`src/rtl/mips_pkg.sv`:
```
// Shared definitions for the MIPS data-memory arbiter: FSM encoding and lock limit.
package mips_pkg;

  typedef enum logic [1:0] {
    ST_IDLE  = 2'd0,
    ST_OWN0  = 2'd1,
    ST_OWN1  = 2'd2,
    ST_LOCK1 = 2'd3
  } arb_state_e;

  localparam int unsigned LOCK_MAX   = 16;
  localparam int unsigned LOCK_CNT_W = 4;
  localparam logic [LOCK_CNT_W-1:0] LOCK_LAST = LOCK_CNT_W'(LOCK_MAX - 1);

endpackage

```
`src/rtl/mips_dmem_arbiter.sv`:
```
// Two-master arbiter (CPU data port m0, debug/DMA port m1) in front of a
// single-port synchronous RAM with one-cycle read latency.
module mips_dmem_arbiter
  import mips_pkg::*;
#(
  parameter int ADDR_W = 32,
  parameter int DATA_W = 32
) (
  input  logic              clk,
  input  logic              rst,
  input  logic              m0_req,
  input  logic              m0_we,
  input  logic [ADDR_W-1:0] m0_addr,
  input  logic [DATA_W-1:0] m0_wd,
  input  logic              m1_req,
  input  logic              m1_we,
  input  logic [ADDR_W-1:0] m1_addr,
  input  logic [DATA_W-1:0] m1_wd,
  input  logic              m1_lock,
  output logic              m0_gnt,
  output logic              m1_gnt,
  output logic [DATA_W-1:0] m0_rdata,
  output logic [DATA_W-1:0] m1_rdata,
  output logic              m0_rvalid,
  output logic              m1_rvalid,
  output logic              m0_stall,
  output logic              mem_we,
  output logic [ADDR_W-1:0] mem_addr,
  output logic [DATA_W-1:0] mem_wd,
  input  logic [DATA_W-1:0] mem_rd
);

  arb_state_e            state_q, state_d;
  logic [LOCK_CNT_W-1:0] lock_cnt_q, lock_cnt_d;
  logic                  tag_valid_q, tag_valid_d;
  logic                  tag_owner_q, tag_owner_d;
  logic [DATA_W-1:0]     m0_rdata_q, m0_rdata_d;
  logic [DATA_W-1:0]     m1_rdata_q, m1_rdata_d;
  logic                  gnt0_s, gnt1_s, lock_hold_s;

  // Arbitration and next-state: a live lock pre-empts round-robin until released or expired.
  always_comb begin
    gnt0_s      = 1'b0;
    gnt1_s      = 1'b0;
    state_d     = state_q;
    lock_cnt_d  = lock_cnt_q;
    lock_hold_s = (state_q == ST_LOCK1) && m1_req && m1_lock;
    if (lock_hold_s) begin
      gnt1_s = 1'b1;
      if (lock_cnt_q == LOCK_LAST) begin
        state_d    = ST_OWN1;
        lock_cnt_d = '0;
      end else begin
        state_d    = ST_LOCK1;
        lock_cnt_d = lock_cnt_q + 4'd1;
      end
    end else begin
      // Leaving LOCK1 behaves like OWN1, so only OWN0 hands contention to m1.
      if (m0_req && m1_req) begin
        if (state_q == ST_OWN0) begin
          gnt1_s = 1'b1;
        end else begin
          gnt0_s = 1'b1;
        end
      end else begin
        gnt0_s = m0_req;
        gnt1_s = m1_req;
      end
      lock_cnt_d = '0;
      if (gnt0_s) begin
        state_d = ST_OWN0;
      end else if (gnt1_s) begin
        if (m1_lock) begin
          state_d    = ST_LOCK1;
          lock_cnt_d = 4'd1;
        end else begin
          state_d = ST_OWN1;
        end
      end else begin
        state_d = ST_IDLE;
      end
    end
  end

  // Output steering, read-tag capture and read-data routing; reset silences everything.
  always_comb begin
    m0_gnt    = gnt0_s & ~rst;
    m1_gnt    = gnt1_s & ~rst;
    m0_stall  = m0_req & ~m0_gnt;
    mem_we    = 1'b0;
    mem_addr  = '0;
    mem_wd    = '0;
    if (m0_gnt) begin
      mem_we   = m0_we;
      mem_addr = m0_addr;
      mem_wd   = m0_wd;
    end else if (m1_gnt) begin
      mem_we   = m1_we;
      mem_addr = m1_addr;
      mem_wd   = m1_wd;
    end else begin
      mem_we   = 1'b0;
    end
    tag_valid_d = (m0_gnt & ~m0_we) | (m1_gnt & ~m1_we);
    tag_owner_d = m1_gnt;
    m0_rvalid   = tag_valid_q & ~tag_owner_q & ~rst;
    m1_rvalid   = tag_valid_q & tag_owner_q & ~rst;
    if (rst) begin
      m0_rdata = '0;
      m1_rdata = '0;
    end else begin
      m0_rdata = m0_rvalid ? mem_rd : m0_rdata_q;
      m1_rdata = m1_rvalid ? mem_rd : m1_rdata_q;
    end
    m0_rdata_d = m0_rdata;
    m1_rdata_d = m1_rdata;
  end

  // State, lock counter, read tag and held read data.
  always_ff @(posedge clk) begin
    if (rst) begin
      state_q     <= ST_IDLE;
      lock_cnt_q  <= '0;
      tag_valid_q <= 1'b0;
      tag_owner_q <= 1'b0;
      m0_rdata_q  <= '0;
      m1_rdata_q  <= '0;
    end else begin
      state_q     <= state_d;
      lock_cnt_q  <= lock_cnt_d;
      tag_valid_q <= tag_valid_d;
      tag_owner_q <= tag_owner_d;
      m0_rdata_q  <= m0_rdata_d;
      m1_rdata_q  <= m1_rdata_d;
    end
  end

endmodule
```
`config.mk`:
```
export PLATFORM = sky130hd
export DESIGN_NAME = mips_dmem_arbiter
export DESIGN_NICKNAME = d
export VERILOG_FILES = /design/src/rtl/mips_pkg.sv /design/src/rtl/mips_dmem_arbiter.sv
export SDC_FILE = /design/constraint.sdc
export NUM_CORES = 1
export LEC_CHECK = 0
export CELL_PAD_IN_SITES_DETAIL_PLACEMENT = 0
export CELL_PAD_IN_SITES_GLOBAL_PLACEMENT = 1
export CORE_MARGIN = 2
export CORE_UTILIZATION = 19
export CTS_CLUSTER_SIZE = 16
export DETAILED_ROUTE_END_ITERATION = 8
export PLACE_DENSITY = 0.79
export SLEW_MARGIN = 20
export SYNTH_ARGS = -nofsm -noshare
export SYNTH_HDL_FRONTEND = slang
export SYNTH_SLANG_ARGS = --single-unit
```
`constraint.sdc`:
```
create_clock -name clk -period 2.03 [get_ports clk]
set_input_delay 0.5075 -clock clk [delete_from_list [all_inputs] [get_ports clk]]
set_output_delay 0.5075 -clock clk [all_outputs]
set_load 0.02 [all_outputs]
```
==> impl_metrics.csv <==
group,metric,value,unit
route,drtAntennaViolNets,0,
flow_run,drv_cap,0,
synthesis,post-synth-top-count-cell,"nand2_1",
final_layout,post-route-util,51.2,%
timing,setup_tns,-23.07,ns
synthesis,ys_seq_area_share,40.2,%
worst_setup_path,critical_path_class,"register to output port",
timing,period_share,118,%
pwr,total_power,5140,µW
route,drt-initial-drc-count,141,
synthesis,synth_area_leaders,"dfxtp_1, a21oi_1, a22o_1, nand2_1, clkbuf_1",
worst_setup_path,cp_common_cell,"buf_12",
synthesis,synth_area,3590,µm²
placed_design,gp_congestion,0.799,
timing,hold_viol_final,0,
synthesis,synthCells,474,
worst_setup_path,path_cells,"nand2b_4, a311oi_4, buf_6, buf_12, buf_16, buf_8, a22o_1, buf_12",
clocking,htreeDepth,3,
pwr,power_leakage,0.00406,µW
pwr,vdd_drop_max,339,µV
timing,rsz0062_at_grt,"yes",
timing,timing.hold.ws,0.468,ns
worst_setup_path,path_buf_inv,5,
floorplan,core,18600,µm²
clocking,clk_latency,0.33,ns
grt,overflow,0,
final_layout,drive_gt1_share,47.5,%
clocking,clock_tree.root_cell,"clkbuf_16",
final_layout,stdcell_area,9550,µm²
clocking,cts_buffers,9,
timing,skew,0.00531,ns
floorplan,ioPinCount,301,
placed_design,dp.final_hpwl,14.4,mm
synthesis,yosys_warnings,0,
placed_design,portBuffers,300,
timing,drv_slew,0,
grt,grt_first_pass_wirelength,27.4,mm
timing,fmax,418,MHz
grt,globalRouteTotalUtil,18.1,%
worst_setup_path,critPathCaptureType,"output port",
synthesis,synth_top_area_cell,"dfxtp_1",
worst_setup_path,cp_slowest_cell,"dfxtp_2",
route,wl,20.4,mm
timing,finalCriticalPeriod,2.39,ns
grt,antenna_found_initial,2,
synthesis,synth_nets,642,
route,wire_per_inst,18.3,µm
synthesis,synth_top_cells_by_count,"nand2_1, a21oi_1, dfxtp_1",
worst_setup_path,arrival,1.89,ns
synthesis,syn_area_per_cell,7.57,µm²
floorplan,fp.dieH,141,µm
clocking,clk_pin_slew,0.06,ns
timing,setup_violations,122,
worst_setup_path,critPathTopFamily,"buffers and inverters",
clocking,clock-sinks,72,
synthesis,ys_types,28,
synthesis,synth_edf_count,0,
floorplan,num_rows,50,
worst_setup_path,critical-path-max-stage-delay,0.36,ns
min_path,hp-class,"register to register",
synthesis,synth_ff_type,"dfxtp_1",
worst_setup_path,crit_required,1.52,ns
placed_design,post_dp_cell_area,7500,µm²
pwr,p_per_area,538,nW/µm²
timing,worst_pin_slew,0.371,ns
synthesis,ys_async_sr_fraction,0,%
floorplan,die_w,141,µm
final_layout,nFillCells,1733,
route,vias,5065,
final_layout,finalNetCount,1040,
final_layout,multi_input_area,2730,µm²
route,drc,0,
final_layout,register_area,1450,µm²
worst_setup_path,path_max_fanout,7,
floorplan,start_util,19.2,%
status,outcome,"complete, but fails checks",
floorplan,dieArea,20000,µm²
timing,setup_ws,-0.365,ns
grt,first_global_vias,4833,
route,drt-pass1-iter-count,4,
route,via_per_inst,4.55,
clocking,cts_tree,"built",
worst_setup_path,startpoint_type,"register",
final_layout,synthToLayoutAreaGrowth,166,%
synthesis,synth-seq-cells,72,
timing,slew_headroom,75.2,%
synthesis,synth_top_area_share,40.2,%
status,violations,"setup timing",
grt,grt_max_degree,31,
clocking,clk_path_buf_depth,2,
-- power breakdown --
group	internal [µW]	switching (µW)
Sequential	1460	17.1
Clock	1350	617
Combinational	959	736
-- state kept, by name (all words and copies together), names as in the netlist --
| signal | cells |
|---|---|
| state_q | 2 |
| tag_owner_q | 1 |
| tag_valid_q | 1 |
| m1_rdata_q | 32 |
| m0_rdata_q | 32 |
| lock_cnt_q | 4 |
-- worst min-delay path: cells and delay by family (launching register included) --
family,cells,cell delay [ns]
simple gates,1,0.06
flops,1,0.30
compound gates,1,0.06
-- metal layers --
| layer | up-vias | track usage, % | share of wire [%] |
|---|---|---|---|
| met5 | - | 0 | 0.078 |
| met1 | 2361 | 18.7 | 36 |
| li1 | 2493 | - | - |
| met2 | 178 | 34.9 | 56 |
| met3 | 31 | 4.18 | 5.6 |
| met4 | 2 | 7.37 | 2.9 |
-- worst paths after layout --
kind,startpoint,end,slack (ns),depth (start not counted)
worst max-delay path,state_q[1]$_SDFF_PP0_,mem_addr[31],-0.36,8
worst min-delay path,m0_rdata_q[12]$_SDFF_PP0_,m0_rdata_q[12]$_SDFF_PP0_,0.47,2
worst max register to register,state_q[1]$_SDFF_PP0_,state_q[0]$_SDFF_PP0_,0.52,8
worst min register to register,m0_rdata_q[12]$_SDFF_PP0_,m0_rdata_q[12]$_SDFF_PP0_,0.47,2
-- what timing repair did --
action                                  CTS  global route
hold buffers                              0             0
endpoints found under the setup margin  132           110
pin swaps                                56            67
cloned                                    7             9
setup buffers                            25            17
gates resized for setup                 713           227
-- cells by family after synthesis --
family          count (synthesis)  synth area share [%]
xor+xnor                        1                 0.244
simple gates                  147                  16.5
buf+inv                        49                  6.38
compound gates                204                  36.4
fa+ha+maj                       1                 0.349
flops                          72                  40.2
-- cell type report --
type	count	area share, %
antenna	1	0.0262
clock buffer	10	2.50
clock inverter	6	1.36
inverter	4	0.157
multi-input combinational	353	28.6
sequential	72	15.2
tap	234	3.07
timing repair buffer	432	49.1
-- metrics by stage --
step,setup WS [ns],std cells
3_5_place_dp,-1.09,1040
3_3_place_gp,-1.07,1040
4_1_cts,-0.375,1088
5_1_grt,-0.407,1112
2_1_floorplan,-0.0669,474
6_report,-0.365,1112
-- cell usage in the layout (no fill, tap or decap), drive strengths merged, types with 2 or more instances in the layout --
cell type      count
and2               2
clkbuf            18
buf              261
clkinv             2
dlygate4sd2        2
inv                4
nor2               5
nand3              2
a311oi             2
nand2            130
clkdlybuf4s50    161
dfxtp             72
a21oi            129
bufinv             4
a22o              65
o211a              3
nor2b              2
nand2b             3
Note: power is estimated with default switching activity, not from simulation.
